<file path="config.mk">
export PLATFORM = sky130hd
export DESIGN_NAME = key_debounce_flat
export DESIGN_NICKNAME = d
export VERILOG_FILES = /design/src/rtl/key_debounce_if.sv /design/src/rtl/key_debounce.sv /design/src/flat_wrapper.sv
export SDC_FILE = /design/constraint.sdc
export NUM_CORES = 1
export LEC_CHECK = 0
export ABC_AREA = 1
export CAP_MARGIN = 20
export CORE_ASPECT_RATIO = 1.75
export CORE_MARGIN = 3
export CORE_UTILIZATION = 55
export CTS_BUF_LIST = sky130_fd_sc_hd__clkbuf_4 sky130_fd_sc_hd__clkbuf_8
export CTS_CLUSTER_DIAMETER = 100
export CTS_CLUSTER_SIZE = 24
export DETAILED_ROUTE_END_ITERATION = 8
export GPL_TIMING_DRIVEN = 0
export PLACE_DENSITY = 0.73
export SLEW_MARGIN = 10
export SYNTH_ARGS = -nofsm -noshare
export SYNTH_HDL_FRONTEND = slang
export SYNTH_SLANG_ARGS = --single-unit
</file>
<file path="constraint.sdc">
create_clock -name clk -period 4.5 [get_ports clk]
set_clock_uncertainty 0.2 [all_clocks]
set_input_delay 0.675 -clock clk [delete_from_list [all_inputs] [get_ports clk]]
set_output_delay 0.675 -clock clk [all_outputs]
set_load 0.05 [all_outputs]
</file>
<file path="src/rtl/key_debounce_if.sv">
// Key-conditioner signal bundle: raw key levels in, debounced levels and edge pulses out.
interface key_debounce_if #(
  parameter int N_KEYS = 12
);
  logic [N_KEYS-1:0] keys_raw;
  logic [N_KEYS-1:0] keys_clean;
  logic [N_KEYS-1:0] key_press;
  logic [N_KEYS-1:0] key_release;
  logic              any_key;

  modport master (output keys_raw, input keys_clean, key_press, key_release, any_key);
  modport slave  (input keys_raw, output keys_clean, key_press, key_release, any_key);
endinterface

</file>
<file path="src/rtl/key_debounce.sv">
// Per-key debouncer: two-flop synchroniser feeding independent stability counters,
// producing clean levels, one-cycle press/release pulses and an any-key flag.
module key_debounce_lane #(
  parameter int CNT_W           = 16,
  parameter int DEBOUNCE_CYCLES = 50000
) (
  input  logic clk,
  input  logic rstn,
  input  logic sync_i,
  output logic clean_o,
  output logic press_o,
  output logic release_o,
  output logic clean_nxt_o
);
  typedef enum logic {STABLE, PENDING} state_e;

  localparam logic [CNT_W-1:0] LAST = CNT_W'(DEBOUNCE_CYCLES - 1);

  state_e           state;
  logic [CNT_W-1:0] cnt_q, cnt_d;
  logic             clean_q, clean_d;
  logic             press_q, press_d;
  logic             release_q, release_d;

  always_ff @(posedge clk or negedge rstn) begin
    if (!rstn) begin
      cnt_q     <= '0;
      clean_q   <= 1'b0;
      press_q   <= 1'b0;
      release_q <= 1'b0;
    end else begin
      cnt_q     <= cnt_d;
      clean_q   <= clean_d;
      press_q   <= press_d;
      release_q <= release_d;
    end
  end

  // Any return to the clean value drops back to STABLE and clears the count.
  always_comb begin
    state     = (sync_i != clean_q) ? PENDING : STABLE;
    cnt_d     = '0;
    clean_d   = clean_q;
    press_d   = 1'b0;
    release_d = 1'b0;
    case (state)
      PENDING: begin
        if (cnt_q == LAST) begin
          clean_d   = sync_i;
          press_d   = sync_i;
          release_d = ~sync_i;
        end else begin
          cnt_d = cnt_q + CNT_W'(1);
        end
      end
      default: cnt_d = '0;
    endcase
  end

  assign clean_o     = clean_q;
  assign press_o     = press_q;
  assign release_o   = release_q;
  assign clean_nxt_o = clean_d;
endmodule

module key_debounce #(
  parameter int N_KEYS          = 12,
  parameter int CNT_W           = 16,
  parameter int DEBOUNCE_CYCLES = 50000
) (
  input  logic         clk,
  input  logic         rstn,
  key_debounce_if.slave kb
);
  logic [N_KEYS-1:0] sync1_q, sync1_d;
  logic [N_KEYS-1:0] sync2_q, sync2_d;
  logic              any_key_q, any_key_d;
  logic [N_KEYS-1:0] clean, press, rel, clean_nxt;

  always_ff @(posedge clk or negedge rstn) begin
    if (!rstn) begin
      sync1_q   <= '0;
      sync2_q   <= '0;
      any_key_q <= 1'b0;
    end else begin
      sync1_q   <= sync1_d;
      sync2_q   <= sync2_d;
      any_key_q <= any_key_d;
    end
  end

  always_comb begin
    sync1_d   = kb.keys_raw;
    sync2_d   = sync1_q;
    any_key_d = |clean_nxt;
  end

  for (genvar i = 0; i < N_KEYS; i++) begin : g_lane
    key_debounce_lane #(
      .CNT_W          (CNT_W),
      .DEBOUNCE_CYCLES(DEBOUNCE_CYCLES)
    ) u_lane (
      .clk        (clk),
      .rstn       (rstn),
      .sync_i     (sync2_q[i]),
      .clean_o    (clean[i]),
      .press_o    (press[i]),
      .release_o  (rel[i]),
      .clean_nxt_o(clean_nxt[i])
    );
  end

  assign kb.keys_clean  = clean;
  assign kb.key_press   = press;
  assign kb.key_release = rel;
  assign kb.any_key     = any_key_q;
endmodule
</file>
<file path="src/flat_wrapper.sv">
// flat-port wrapper written by rule: the top's interface ports become plain ports
module key_debounce_flat 
#(
  parameter int N_KEYS          = 12,
  parameter int CNT_W           = 16,
  parameter int DEBOUNCE_CYCLES = 50000
)
  (clk, rstn, kb_keys_raw, kb_keys_clean, kb_key_press, kb_key_release, kb_any_key);
  key_debounce_if #(.N_KEYS(N_KEYS)) kb_i ();
  input  logic clk;
  input  logic rstn;
  input wire logic [$bits(kb_i.keys_raw)-1:0] kb_keys_raw;
  output wire logic [$bits(kb_i.keys_clean)-1:0] kb_keys_clean;
  output wire logic [$bits(kb_i.key_press)-1:0] kb_key_press;
  output wire logic [$bits(kb_i.key_release)-1:0] kb_key_release;
  output wire logic [$bits(kb_i.any_key)-1:0] kb_any_key;
  assign kb_i.keys_raw = kb_keys_raw;
  assign kb_keys_clean = kb_i.keys_clean;
  assign kb_key_press = kb_i.key_press;
  assign kb_key_release = kb_i.key_release;
  assign kb_any_key = kb_i.any_key;
  key_debounce #(.N_KEYS(N_KEYS), .CNT_W(CNT_W), .DEBOUNCE_CYCLES(DEBOUNCE_CYCLES)) u_core (.clk(clk), .rstn(rstn), .kb(kb_i));
endmodule
</file>
# ---- After elaboration in Yosys (flattened, before gate mapping)
# Index checks and enable logic that the tools add are counted.
dict set report totals {
  output_inout_bits 37
  latchBits 0
  ram_bits 0
  in_bits 14
  memories 0
  elab_cells 208
  rom_bits 0
  regBits 253
}
dict set report classes {
  n_mul 0
  eq_ne 24
  mux 108
  n_lt_le_gt_ge 0
  shift 0
  n_reduce_logical 1
  bitwise_logic 12
  div 0
  add_sub_neg 12
}
# operator n
set ops {}
lappend ops {{$mux 16} 24}
lappend ops {{$add 16x1->16 const B} 12}
lappend ops {{$eq 16x16->1 const B} 12}
lappend ops {{$mux 1} 84}
lappend ops {{$ne 1x1->1} 12}
lappend ops {{$not 1->1} 12}
lappend ops {{$reduce_or 12->1} 1}

# ---- Logic depth before layout (Yosys ltp)
# Gate-level depths: netlist of run 1.
dict set report depth {
  word_depth 4
  depth_mapped 11
  depth_no_buf 11
}

# ---- Cells and area by module
# From an unflattened synthesis of run 1, not the netlist that was laid out.
dict set report unflattened {
  hier_cells 1620
  area_unflattened_um2 13086.3
}
# mod n_inst area_per_inst_um2 cells_each
set modules_own_cells {}
lappend modules_own_cells {key_debounce_lane 12 1034.7 132}
lappend modules_own_cells {key_debounce 1 669.4 36}

# ---- Worst setup path before layout of run 1
# Ideal clock, no wire load.
dict set report synth_timing {
  path_kind {register to register}
  startpoint {register u_core.g_lane[0].u_lane.cnt_q[0]}
  endpoint {register u_core.g_lane[0].u_lane.cnt_q[5]}
  path_buffers 0
  arrival_time_ns 1.326
  required_ns 4.223
  path_slack_ns 2.896
  setup_ns 0.077
  period_less_slack_ns 1.604
  path_stages_with_launch 9
  path_cell_list {dfrtp_1 > ha_1 > nand3_1 > nor2_1 > nand2_1 > o21ai_4 > inv_1 > o21ai_0 > a21oi_1}
}
dict set report synth_via {
  elab_chain_len 3
  word_cells_on_any_way 4
}
# item line_no
set synth_rtl {}
lappend synth_rtl {{start: declaration} key_debounce.sv:20} ;# logic [CNT_W-1:0] cnt_q, cnt_d;
lappend synth_rtl {{start signal: assignment} key_debounce.sv:32} ;# cnt_q <= cnt_d;
lappend synth_rtl {{$add 16x1->16 or $eq 16x16->1 (tied branches)} {key_debounce.sv:53, key_debounce.sv:48}}
lappend synth_rtl {{$mux 16 (*)} key_debounce.sv:48} ;# if (cnt_q == LAST) begin
lappend synth_rtl {{$mux 16 (*)} key_debounce.sv:46} ;# case (state)
lappend synth_rtl {{net u_core.g_lane[0].u_lane.cnt_d[5]} key_debounce.sv:20}
# The timed path passes the listed nets; every way through them passes the cells marked *.

# ---- Final worst setup path of run 1
dict set report layout_timing {
  startpoint {register u_core.g_lane[8].u_lane.clean_q}
  endpoint {output kb_keys_clean[8]}
}
# item line_no
set layout_lines {}
lappend layout_lines {{start: declaration} key_debounce.sv:21} ;# logic clean_q, clean_d;
lappend layout_lines {{start signal: assignment} key_debounce.sv:33} ;# clean_q <= clean_d;
lappend layout_lines {{end: declaration} flat_wrapper.sv:13} ;# output wire logic [$bits(kb_i.keys_clean)-1:0] kb_keys_clean;
# No word-level cell between the ends.

==> metrics.md, run 1 <==
| Metric | Value |
|---|---|
| Run status | finished clean |
| Final setup violation count | 0 |
| Overall routing resource usage | between 10% and 20% |
| Highest cell delay on the worst timing path | approximately 0.79 ns |
| Reg2reg path depth | 8 |
| Cells on Worst Hold Path | 0 |
| Synthesized area | 12400 µm² |
| Part of the Yosys area used for sequential elements | around half |
| Global-route wire length before repair | around 40000 µm |
| Maximum number of buffers from clock root to sink | 3 |
| Gr ovfl total | 0 |
| Worst flop-to-flop path endpoint | u_core.g_lane[0].u_lane.cnt_q[14]$_DFF_PN0_ |
| Worst min path class | reg -> reg |
| Total of flip-flops plus latches after synthesis | between 200 and 300 |
| Most common cell in the netlist | sky130_fd_sc_hd__nor2_1 |
| Proportion of register bits with asynchronous set or reset after synthesis | 100.0% |
| Share of post-route cells with drive strength above 1 | a little under a tenth |
| Unrepaired setup endpoints after global routing | no |
| Avg Synthesized Cell Area | 8.356 µm² |
| Final count of pins violating max slew | 0 |
| Detail Route Antenna Nets | 0 |
| FMAX | 358.6 MHz |
| Total DRC errors in the routed layout | 0 |
| Worst-case headroom to the max-slew limit | between 50% and 60% |
| Synth Flop Type | sky130_fd_sc_hd__dfrtp_1 |
| Endpoint required time on the critical path | around 3.6 ns |
| CP delay by family, top | buffers and inverters |
| Tightest Pin Transition | 0.6228 ns |
| Worst slack at placement | ~2.3 ns |
| Number of buffers inserted during clock tree synthesis | 14 |
| Routability congestion estimate from global placement | around 0.84 |
| Final Worst Setup Slack | around 1.7 ns |
| Wirelength per Cell | 12.57 µm |
| Min-delay src | u_core.sync1_q[7]$_DFF_PN0_ |
| Largest driver fanout on the critical path | 4 |
| Effective utilization at floorplan | 55.96% |
| Count of cell types in the netlist | 37 |
| Detail-routed via count per cell | 5.100 |
| Routed Wire Length | around 23000 µm |
| ANT cells | 0 |
| CP Buf/Inv Count | 2 |
| Total power of the final layout | roughly 0.0035 W |
| Terminating pin of the worst hold path | u_core.sync2_q[7]$_DFF_PN0_ |
| List of most frequent post-synthesis cells | sky130_fd_sc_hd__nor2_1, sky130_fd_sc_hd__dfrtp_1, sky130_fd_sc_hd__nand2_1, sky130_fd_sc_hd__inv_1, sky130_fd_sc_hd__nand3_1 |
| Largest area contributor in the synthesized netlist | sky130_fd_sc_hd__dfrtp_1 |
| Final sum of negative setup slack | 0 ns |
| Critical R2R Launch | u_core.g_lane[0].u_lane.cnt_q[0]$_DFF_PN0_ |
| Clock tree from TritonCTS | built |
| Antenna violations before repair | 0 |
| Worst Path Class, Setup | reg -> out |
| Drt initial violations | 430 |
| Synthesized Nets | about 1500 |
| Kind of capture point of the worst setup path | primary output |
| Port Buffer Count | 50 |
| Floorplan Core Area | 22160 µm² |
| Chain of cells forming the critical path | buf_4 > clkdlybuf4s50_1 |
| Post-layout instance area | 13560 µm² |
| Final worst path period need | between 2 and 3 ns |
| EDFF count, synth | 0 |
| Insertion delay to the later sink of the worst-skew pair | between 0.5 and 0.6 ns |
| Detailed-placement wirelength estimate | 17580 µm |
| Clock-pin slew of the registers on the worst-case setup and hold paths | approximately 0.14 ns |
| Number of buffers inserted to repair setup after CTS | 0 |
| Standard cell area after detailed placement | roughly 13000 µm² |
| Power density over the cells | 256.9 nW/µm² |
| Area enclosed by the die boundary | between 20000 and 25000 µm² |
| I/O pins | between 50 and 60 |
| Total via count after detailed routing | roughly 9400 |
| Clock net sink count | 253 |
| Number of H-tree branching levels | 1 |
| Area added between synthesis and finish | 9.384% |
| Syn. warnings | 0 |
| Slowest cell on the critical path | sky130_fd_sc_hd__clkdlybuf4s50_1 |
| Internal reg-to-reg setup slack | between 2 and 3 ns |
| Arrival time at the worst endpoint | about 1.9 ns |
| Fin crit share | 61.97% |
| Via count of the first global-routing pass | around 9600 |
| Crit path launch type | register |
| Final worst hold slack | roughly 0.16 ns |
| Post-CTS sizing | 0 |
| Leading cell types by total area after synthesis | sky130_fd_sc_hd__dfrtp_1, sky130_fd_sc_hd__nor2_1, sky130_fd_sc_hd__nand2_1 |
| Root buffer cell | sky130_fd_sc_hd__clkbuf_8 |
| Worst-case vdd ir drop | 248.4 µV |
| Number of max-capacitance violations reported | 0 |
| Post-synthesis cell count | around 1500 |
| Number of placement rows | approximately 70 |
| Nets | between 1500 and 2000 |
| Number of detailed-route iterations in the first pass | 4 |
| Pleak | ~6.3 nW |
| Die Width | 119.5 µm |
| Final count of hold timing violations | 0 |
| Height of the chip | between 200 and 250 µm |
| Largest net degree at the start of global routing | 95 |
| Post-synth top area share | approximately half |
## through the flow
step,utilization (%),std cells
after floorplan,-,1484
after global placement,59.89,1830
after detailed placement,60.16,1832
after CTS,61.21,1849
after global routing,61.21,1849
final,61.21,1849
## logic make-up after synthesis
group                      share of synthesized area (%)
DFF                                                51.05
buffers and inverters                              9.263
adders and majority gates                          1.211
xor gates and xnor gates                           3.178
and+or+nand+nor                                    26.85
AOI/OAI and AO/OA                                  8.445
## layout by cell type (no fill, tap or decap), types with 3 or more instances in the layout
cell type                         Yosys  routed
sky130_fd_sc_hd__clkbuf_8             0      15
sky130_fd_sc_hd__o21a_1              12      12
sky130_fd_sc_hd__a21oi_4              3       3
sky130_fd_sc_hd__xor2_1              28      28
sky130_fd_sc_hd__nor3_2               9       9
sky130_fd_sc_hd__nor3b_1              9       9
sky130_fd_sc_hd__nor3_4               3       3
sky130_fd_sc_hd__nor2_1             254     254
sky130_fd_sc_hd__nand2_2             11      11
sky130_fd_sc_hd__a21oi_1             76      76
sky130_fd_sc_hd__o21ai_1              7       7
sky130_fd_sc_hd__o21ai_0             39      39
sky130_fd_sc_hd__nand3_1             77      77
sky130_fd_sc_hd__nor4_1               3       3
sky130_fd_sc_hd__nand2_1            234     234
sky130_fd_sc_hd__a211oi_1             6       6
sky130_fd_sc_hd__o211a_1              5       5
sky130_fd_sc_hd__a31oi_1             10      10
sky130_fd_sc_hd__xnor2_1             17      17
sky130_fd_sc_hd__nor2_4               7       7
sky130_fd_sc_hd__nor3b_2              3       3
sky130_fd_sc_hd__inv_1              219     219
sky130_fd_sc_hd__ha_1                12      12
sky130_fd_sc_hd__and3_1               5       5
sky130_fd_sc_hd__nand3_2              4       4
sky130_fd_sc_hd__dfrtp_1            253     253
sky130_fd_sc_hd__buf_4               37      37
sky130_fd_sc_hd__nor3_1              73      73
sky130_fd_sc_hd__nor2_2              24      24
sky130_fd_sc_hd__nand4_1             16      16
sky130_fd_sc_hd__o21ai_2              3       3
sky130_fd_sc_hd__clkdlybuf4s50_1      0      49
sky130_fd_sc_hd__a21oi_2              3       3
sky130_fd_sc_hd__inv_2               13      13
sky130_fd_sc_hd__o21ai_4              4       4
## how the worst max path moves through the flow
stage	from	end	slack, ns	cells after the start
floorplan	u_core.g_lane[0].u_lane.cnt_q[0]$_DFF_PN0_	u_core.g_lane[0].u_lane.cnt_q[5]$_DFF_PN0_	2.90	8
global placement	rstn	u_core.sync1_q[11]$_DFF_PN0_	-8.17	1
detailed placement	u_core.g_lane[8].u_lane.clean_o$_DFF_PN0_	kb_keys_clean[8]	2.31	2
CTS	u_core.g_lane[8].u_lane.clean_o$_DFF_PN0_	kb_keys_clean[8]	1.68	2
global route	u_core.g_lane[8].u_lane.clean_o$_DFF_PN0_	kb_keys_clean[8]	1.65	2
finish	u_core.g_lane[8].u_lane.clean_o$_DFF_PN0_	kb_keys_clean[8]	1.71	2
## worst reg2reg max path: stages (launching register included)
cell                      delay [ns]
sky130_fd_sc_hd__dfrtp_1        0.40
sky130_fd_sc_hd__ha_1           0.20
sky130_fd_sc_hd__nand3_1        0.18
sky130_fd_sc_hd__nor2_1         0.20
sky130_fd_sc_hd__nand2_1        0.16
sky130_fd_sc_hd__o21ai_4        0.16
sky130_fd_sc_hd__inv_1          0.17
sky130_fd_sc_hd__o21ai_0        0.11
sky130_fd_sc_hd__nor2_1         0.06
## area by class of cell
type                    instances  area (µm²)
fillers                      2039        8597
flip-flops and latches        253        6331
multi-input cells             962        4921
inverters                     232       870.8
repair buffers                 53       570.5
well taps                     296       370.4
plain buffers                  37       277.8
clock buffers                  15       206.4
clock inverters                 1       16.27
## per-layer routing
layer	up-vias	GRT usage [%]	part of all wire, %
li1	4795	-	-
met1	4486	21.39	40
met2	108	38.75	55
met3	41	1.989	2.5
met4	0	6.432	2.7
met5	-	0	0
## power by group
part	leakage (nW)	switching [W]	internal, W	total [W]
clock	0.115	0.000670	0.000313	0.000983
sequential	3.45	0.0000257	0.00231	0.00234
combinational	2.73	0.000112	0.0000544	0.000167
total	6.30	0.000808	0.00268	0.00349
## repair_timing
action / in CTS / in global routing
endpoints found under the setup margin: 0 / 0
hold endpoints to repair: 80 / 0
hold buffers: 1 / 0
## flip-flops by register name, summed over array words and instances, names as in the netlist
register / count
u_core.g_lane.u_lane.clean_o: 12
u_core.g_lane.u_lane.cnt_q: 192
u_core.g_lane.u_lane.press_o: 12
u_core.g_lane.u_lane.release_o: 12
u_core.kb.any_key: 1
u_core.sync1_q: 12
u_core.sync2_q: 12
Note: power is estimated with default switching activity, not from simulation.
==> inputs of run 2 (changes only) <==
--- a/config.mk
+++ b/config.mk
@@ -15,7 +15,7 @@
 export CTS_CLUSTER_SIZE = 24
 export DETAILED_ROUTE_END_ITERATION = 8
 export GPL_TIMING_DRIVEN = 0
-export PLACE_DENSITY = 0.73
+export PLACE_DENSITY = 0.76
 export SLEW_MARGIN = 10
 export SYNTH_ARGS = -nofsm -noshare
 export SYNTH_HDL_FRONTEND = slang
==> constraint.sdc (replaced) <==
create_clock -name clk -period 2.45 [get_ports clk]
set_clock_uncertainty 0.2 [all_clocks]
set_input_delay 0.3675 -clock clk [delete_from_list [all_inputs] [get_ports clk]]
set_output_delay 0.3675 -clock clk [all_outputs]
set_load 0.05 [all_outputs]
==> run 2 against run 1 <==
  * Sequential power rose by 83%
  * Register-to-register slack got worse by 2.1 ns
  * Critical path depth stayed put
  * Critical path type unchanged
  * Largest power group unchanged
==> metrics.md, run 2 (synthesis results as in run 1) <==
| Metric | Value |
|---|---|
| Run status | finished clean |
| ANT cells | 0 |
| Final count of pins violating max slew | 0 |
| Insertion delay to the later sink of the worst-skew pair | around 0.54 ns |
| Top register by number of flip-flops | u_core.g_lane.u_lane.cnt_q |
| Overall routing resource usage | between 10% and 20% |
| Number of detailed-route iterations in the first pass | 6 |
| Terminating pin of the worst hold path | u_core.sync1_q[8]$_DFF_PN0_ |
| Clock net sink count | 253 |
| Kind of capture point of the worst setup path | primary output |
| Min-delay src | kb_keys_raw[8] |
| Total via count after detailed routing | approximately 9600 |
| Detailed-placement wirelength estimate | 17450 µm |
| Total power of the final layout | about 0.0064 W |
| Final worst path period need | between 2 and 2.5 ns |
| Total DRC errors in the routed layout | 0 |
| Unrepaired setup endpoints after global routing | no |
| Endpoint required time on the critical path | 1.88 ns |
| FMAX | between 400 and 500 MHz |
| CP Buf/Inv Count | 2 |
| Number of buffers inserted during clock tree synthesis | 14 |
| Critical R2R Launch | u_core.g_lane[11].u_lane.cnt_q[0]$_DFF_PN0_ |
| Clock tree from TritonCTS | built |
| Slowest cell on the critical path | sky130_fd_sc_hd__clkdlybuf4s50_1 |
| Number of placement rows | 72 |
| Tightest Pin Transition | between 0.5 and 0.6 ns |
| Maximum number of buffers from clock root to sink | 3 |
| Met1 usage | ~22% |
| Via count of the first global-routing pass | 9646 |
| Effective utilization at floorplan | a little under three fifths |
| Worst flop-to-flop path endpoint | u_core.kb.any_key$_DFF_PN0_ |
| Fin crit share | about 96% |
| Reg2reg path depth | 9 |
| Detail-routed via count per cell | 5.184 |
| Most frequent cells in the layout | sky130_fd_sc_hd__nor2_1, sky130_fd_sc_hd__dfrtp_1, sky130_fd_sc_hd__nand2_1 |
| Worst-case headroom to the max-slew limit | between 60% and 70% |
| Power density over the cells | ~470 nW/µm² |
| Root buffer cell | sky130_fd_sc_hd__clkbuf_8 |
| Final Worst Setup Slack | ~0.089 ns |
| Final worst hold slack | about 0.066 ns |
| Most common cell after layout, fill and taps aside | sky130_fd_sc_hd__nor2_1 |
| Worst slack at placement | roughly 0.54 ns |
| Nets | 1579 |
| Pleak | between 6 and 7 nW |
| Share of post-route cells with drive strength above 1 | a little under a tenth |
| Chain of cells forming the critical path | buf_4 > clkdlybuf4s50_1 |
| Drt initial violations | slightly below 600 |
| Largest net degree at the start of global routing | between 90 and 100 |
| Global-route wire length before repair | just over 40000 µm |
| Height of the chip | ~200 µm |
| Worst-case vdd ir drop | 526.1 µV |
| Routed Wire Length | between 20000 and 25000 µm |
| Met2 Track Usage GR | between 30% and 40% |
| Routability congestion estimate from global placement | slightly above 0.9 |
| Flip-flop count of the largest register, all copies and words added | ~190 |
| Number of H-tree branching levels | 1 |
| Arrival time at the worst endpoint | roughly 1.8 ns |
| CP delay by family, top | buffers and inverters |
| Number of buffers inserted to repair setup after CTS | 0 |
| Final setup violation count | 0 |
| Layout fillers | about 2000 |
| Crit path launch type | register |
| Final count of hold timing violations | 0 |
| Global routing's busiest layer | met2 |
| GR Util met3 | between 2 and 2.5% |
| Antenna violations before repair | 0 |
| Inst Count DP | between 1500 and 2000 |
| Cells on Worst Hold Path | 1 |
| Area added between synthesis and finish | 9.384% |
| Internal reg-to-reg setup slack | 0.48 ns |
| Worst Path Class, Setup | reg -> out |
| Detail Route Antenna Nets | 0 |
| Final Util | between 60% and 70% |
| Die Width | between 100 and 150 µm |
| Wirelength per Cell | 12.58 µm |
| Number of max-capacitance violations reported | 0 |
| Area enclosed by the die boundary | between 20000 and 25000 µm² |
| Worst min path class | in -> reg |
| Floorplan Core Area | around 22000 µm² |
| Port Buffer Count | 50 |
| Post-Layout Cell Count | 1849 |
| Highest cell delay on the worst timing path | between 0.7 and 0.8 ns |
| Largest driver fanout on the critical path | 1 |
| Gr ovfl total | 0 |
| Clock-pin slew of the registers on the worst-case setup and hold paths | about 0.14 ns |
| I/O pins | between 50 and 60 |
==> run 2: cell types whose count changed in the layout (fill, tap and decap cells not counted) <==
cell,change
sky130_fd_sc_hd__clkdlybuf4s50_1,-12
sky130_fd_sc_hd__dlygate4sd2_1,+8
sky130_fd_sc_hd__dlymetal6s2s_1,+4
==> run 2: repair_timing <==
item,4_1_cts,5_1_grt
endpoints found under the hold margin,70,0
endpoints found under the setup margin,8,4
cloned,0,0
hold buffers,1,0
gates resized for setup,8,4
==> run 2: power breakdown <==
| part | leakage [nW] | internal [W] | switching, W |
|---|---|---|---|
| logic | 2.85 | 0.0000989 | 0.000204 |
| registers | 3.45 | 0.00424 | 0.0000470 |
| clock network | 0.115 | 0.000573 | 0.00123 |
| total | 6.41 | 0.00491 | 0.00148 |
==> run 2: worst max path at each step <==
stage                                                      startpoint                                          to  slack, ns  cells past startpoint
after CTS                   u_core.g_lane[4].u_lane.clean_o$_DFF_PN0_                            kb_keys_clean[4]      0.001                      2
final                     u_core.g_lane[5].u_lane.release_o$_DFF_PN0_                           kb_key_release[5]       0.09                      2
after floorplan            u_core.g_lane[0].u_lane.cnt_q[0]$_DFF_PN0_  u_core.g_lane[0].u_lane.cnt_q[5]$_DFF_PN0_       0.85                      8
after global placement                                           rstn  u_core.g_lane[11].u_lane.clean_o$_DFF_PN0_      -9.87                      1
after global routing      u_core.g_lane[5].u_lane.release_o$_DFF_PN0_                           kb_key_release[5]       0.01                      2
after detailed placement  u_core.g_lane[11].u_lane.cnt_q[0]$_DFF_PN0_                 u_core.kb.any_key$_DFF_PN0_       0.54                      9
==> run 2: worst register-to-register path: cells and delay by family, from the launching register on <==
family	cells	cell delay, ns
adders and majority gates	1	0.22
DFF	1	0.42
and+or+nand+nor	8	1.01
==> run 2: cell type report <==
type / instances / area, µm² / area share [%]
plain buffers: 37 / 277.8 / 2.048
clock buffers: 15 / 206.4 / 1.522
clock inverters: 1 / 16.27 / 0.1199
inverters: 232 / 870.8 / 6.420
multi-input cells: 962 / 4921 / 36.28
flip-flops and latches: 253 / 6331 / 46.67
well taps: 296 / 370.4 / 2.730
repair buffers: 53 / 570.5 / 4.206
==> run 2: layer usage <==
metal / part of all wire, % / vias up
met4: 2.3 / 0
met5: 0 / -
li1: - / 4805
met2: 54 / 150
met1: 41 / 4596
met3: 3.2 / 35
==> run 2: metrics by stage <==
stage                     instance area (µm²)  setup TNS (ns)
final                                   13560               0
after global routing                    13560               0
after CTS                               13550               0
after detailed placement                13330               0
after global placement                  13270        -2490.25
after floorplan                         12400               0
==> inputs of run 3 (changes only) <==
--- a/config.mk
+++ b/config.mk
@@ -15,7 +15,7 @@
 export CTS_CLUSTER_SIZE = 24
 export DETAILED_ROUTE_END_ITERATION = 8
 export GPL_TIMING_DRIVEN = 0
-export PLACE_DENSITY = 0.76
+export PLACE_DENSITY = 0.73
 export SLEW_MARGIN = 10
 export SYNTH_ARGS = -nofsm -noshare
 export SYNTH_HDL_FRONTEND = slang
==> constraint.sdc (replaced) <==
create_clock -name clk -period 2.3 [get_ports clk]
set_clock_uncertainty 0.2 [all_clocks]
set_input_delay 0.345 -clock clk [delete_from_list [all_inputs] [get_ports clk]]
set_output_delay 0.345 -clock clk [all_outputs]
set_load 0.05 [all_outputs]
==> run 3 against run 2 <==
  * Design area down 0.34%
  * Register-to-register slack lost 0.11 ns
  * Via count is 1.7% lower
  * Non-clock buffer count unchanged
  * Global-route usage down 0.081 points
  * Routed wire length about the same
  * Sequential share of layout area up 0.16 points
  * Critical endpoint is now kb_keys_clean[8]
==> metrics.md, run 3 (synthesis results as in run 1) <==
| Metric | Value |
|---|---|
| Run status | finished clean |
| Final Worst Setup Slack | 0.1162 ns |
| Gr ovfl total | 0 |
| Routed Wire Length | 23250 µm |
| Terminating pin of the worst hold path | u_core.sync1_q[9]$_DFF_PN0_ |
| Standard cell area after detailed placement | approximately 13000 µm² |
| Met1 WL | just over 9000 µm |
| Worst Path Class, Setup | reg -> out |
| Wirelength per Cell | between 10 and 15 µm |
| Effective utilization at floorplan | between 50% and 60% |
| Critical R2R Launch | u_core.g_lane[0].u_lane.cnt_q[0]$_DFF_PN0_ |
| Share of post-route cells with drive strength above 1 | under 10% |
| Total DRC errors in the routed layout | 0 |
| Cells on Worst Hold Path | 1 |
| Routability congestion estimate from global placement | between 0.8 and 0.9 |
| Worst-case vdd ir drop | 488.0 µV |
| Tightest Pin Transition | around 0.62 ns |
| Detailed-routed wire length on met2 | between 10000 and 15000 µm |
| Number of detailed-route iterations in the first pass | 4 |
| Post-layout instance area | 13520 µm² |
| Overall routing resource usage | about a fifth |
| Internal reg-to-reg setup slack | 0.37 ns |
| Worst flop-to-flop path endpoint | u_core.g_lane[0].u_lane.cnt_q[8]$_DFF_PN0_ |
| Highest routed metal layer | met4 |
| Kind of capture point of the worst setup path | primary output |
| Number of H-tree branching levels | 1 |
| Power density over the cells | between 500 and 600 nW/µm² |
| Largest net degree at the start of global routing | 95 |
| Most common cell after layout, fill and taps aside | sky130_fd_sc_hd__nor2_1 |
| Root buffer cell | sky130_fd_sc_hd__clkbuf_8 |
| Routed met3 length | between 500 and 600 µm |
| Final count of hold timing violations | 0 |
| Number of buffers inserted during clock tree synthesis | 14 |
| Number of max-capacitance violations reported | 0 |
| Area enclosed by the die boundary | around 24000 µm² |
| Layout fillers | roughly 2100 |
| Most frequent cells in the layout | sky130_fd_sc_hd__nor2_1, sky130_fd_sc_hd__dfrtp_1, sky130_fd_sc_hd__nand2_1 |
| Antenna violations before repair | 0 |
| Detail Route Antenna Nets | 0 |
| Final worst hold slack | ~0.044 ns |
| Clock tree from TritonCTS | built |
| Insertion delay to the later sink of the worst-skew pair | about 0.52 ns |
| Clock net sink count | about 250 |
| Port Buffer Count | 50 |
| Worst-case headroom to the max-slew limit | 58.36% |
| I/O pins | 51 |
| Largest driver fanout on the critical path | 4 |
| Detail-routed via count per cell | 5.097 |
| Total via count after detailed routing | about 9400 |
| Detailed-placement wirelength estimate | around 18000 µm |
| Area added between synthesis and finish | 9.010% |
| Final worst path period need | 2.184 ns |
| Min-delay src | kb_keys_raw[9] |
| Final setup violation count | 0 |
| Top register by number of flip-flops | u_core.g_lane.u_lane.cnt_q |
| Drt initial violations | about 460 |
| Clock-pin slew of the registers on the worst-case setup and hold paths | approximately 0.14 ns |
| Reg2reg path depth | 8 |
| Via count of the first global-routing pass | around 9600 |
| Arrival time at the worst endpoint | 1.64 ns |
| Floorplan Core Area | between 20000 and 25000 µm² |
| Pleak | between 6 and 7 nW |
| Global-route wire length before repair | 40680 µm |
| Crit path launch type | register |
| Nets | 1579 |
| Height of the chip | about 200 µm |
| Number of placement rows | 72 |
| Worst slack at placement | about 0.38 ns |
| Worst min path class | in -> reg |
| Die Width | between 100 and 150 µm |
| Maximum number of buffers from clock root to sink | 3 |
| FMAX | about 460 MHz |
| Unrepaired setup endpoints after global routing | no |
| ANT cells | 0 |
| Endpoint required time on the critical path | 1.75 ns |
| Final count of pins violating max slew | 0 |
| Fin crit share | between 90% and 100% |
| Flip-flop count of the largest register, all copies and words added | between 150 and 200 |
-- run 3: how the worst max path moves through the flow --
stage                     slack, ns  cells past startpoint                                         end                                        start
after floorplan                0.70                      8  u_core.g_lane[0].u_lane.cnt_q[5]$_DFF_PN0_   u_core.g_lane[0].u_lane.cnt_q[0]$_DFF_PN0_
after global placement       -10.04                      1                u_core.sync1_q[11]$_DFF_PN0_                                         rstn
after detailed placement       0.38                      8                 u_core.kb.any_key$_DFF_PN0_  u_core.g_lane[11].u_lane.cnt_q[0]$_DFF_PN0_
after CTS                      0.09                      2                            kb_keys_clean[8]    u_core.g_lane[8].u_lane.clean_o$_DFF_PN0_
after global routing           0.06                      2                            kb_keys_clean[8]    u_core.g_lane[8].u_lane.clean_o$_DFF_PN0_
final                          0.12                      2                            kb_keys_clean[8]    u_core.g_lane[8].u_lane.clean_o$_DFF_PN0_
-- run 3: stage by stage --
step	cells	power [W]	setup TNS (ns)	utilization [%]
CTS	1849	0.006945	0	61.00
detailed placement	1832	0.004992	0	60.16
global route	1849	0.007129	0	61.00
floorplan	1484	0.004812	0	-
finish	1849	0.006819	0	61.00
global placement	1830	0.004971	-2534.10	59.89
-- run 3: final cells by class --
type / instances / area, µm² / share of cell area, %
Multi-Input combinational cell: 962 / 4921 / 36.40
Clock inverter: 1 / 16.27 / 0.1203
Clock buffer: 15 / 206.4 / 1.527
Tap cell: 296 / 370.4 / 2.740
Buffer: 37 / 277.8 / 2.055
Sequential cell: 253 / 6331 / 46.83
Timing Repair Buffer: 53 / 524.3 / 3.878
Inverter: 232 / 870.8 / 6.442
-- run 3: metal layers --
| layer | up-vias | global-route usage (%) |
|---|---|---|
| met4 | 0 | 6.432 |
| met1 | 4478 | 21.37 |
| met3 | 41 | 1.934 |
| met2 | 110 | 38.73 |
| li1 | 4795 | - |
| met5 | - | 0 |
-- run 3: repair_timing --
action | in CTS | in global routing
setup endpoints to repair | 37 | 0
resized for setup | 37 | 0
setup buffers | 0 | 0
endpoints found under the hold margin | 80 | 0
hold buffers | 1 | 0
-- run 3: where the power goes --
| part | total (W) | switching (W) | leakage [nW] | internal (W) |
|---|---|---|---|---|
| logic | 0.000326 | 0.000219 | 2.91 | 0.000106 |
| clock network | 0.00192 | 0.00131 | 0.115 | 0.000612 |
| registers | 0.00457 | 0.0000504 | 3.45 | 0.00452 |
| total | 0.00682 | 0.00158 | 6.48 | 0.00524 |
-- run 3: critical path: stages, from the launching register on --
cell	delay (ns)
sky130_fd_sc_hd__dfrtp_1	0.45
sky130_fd_sc_hd__buf_4	0.14
sky130_fd_sc_hd__dlygate4sd2_1	0.51
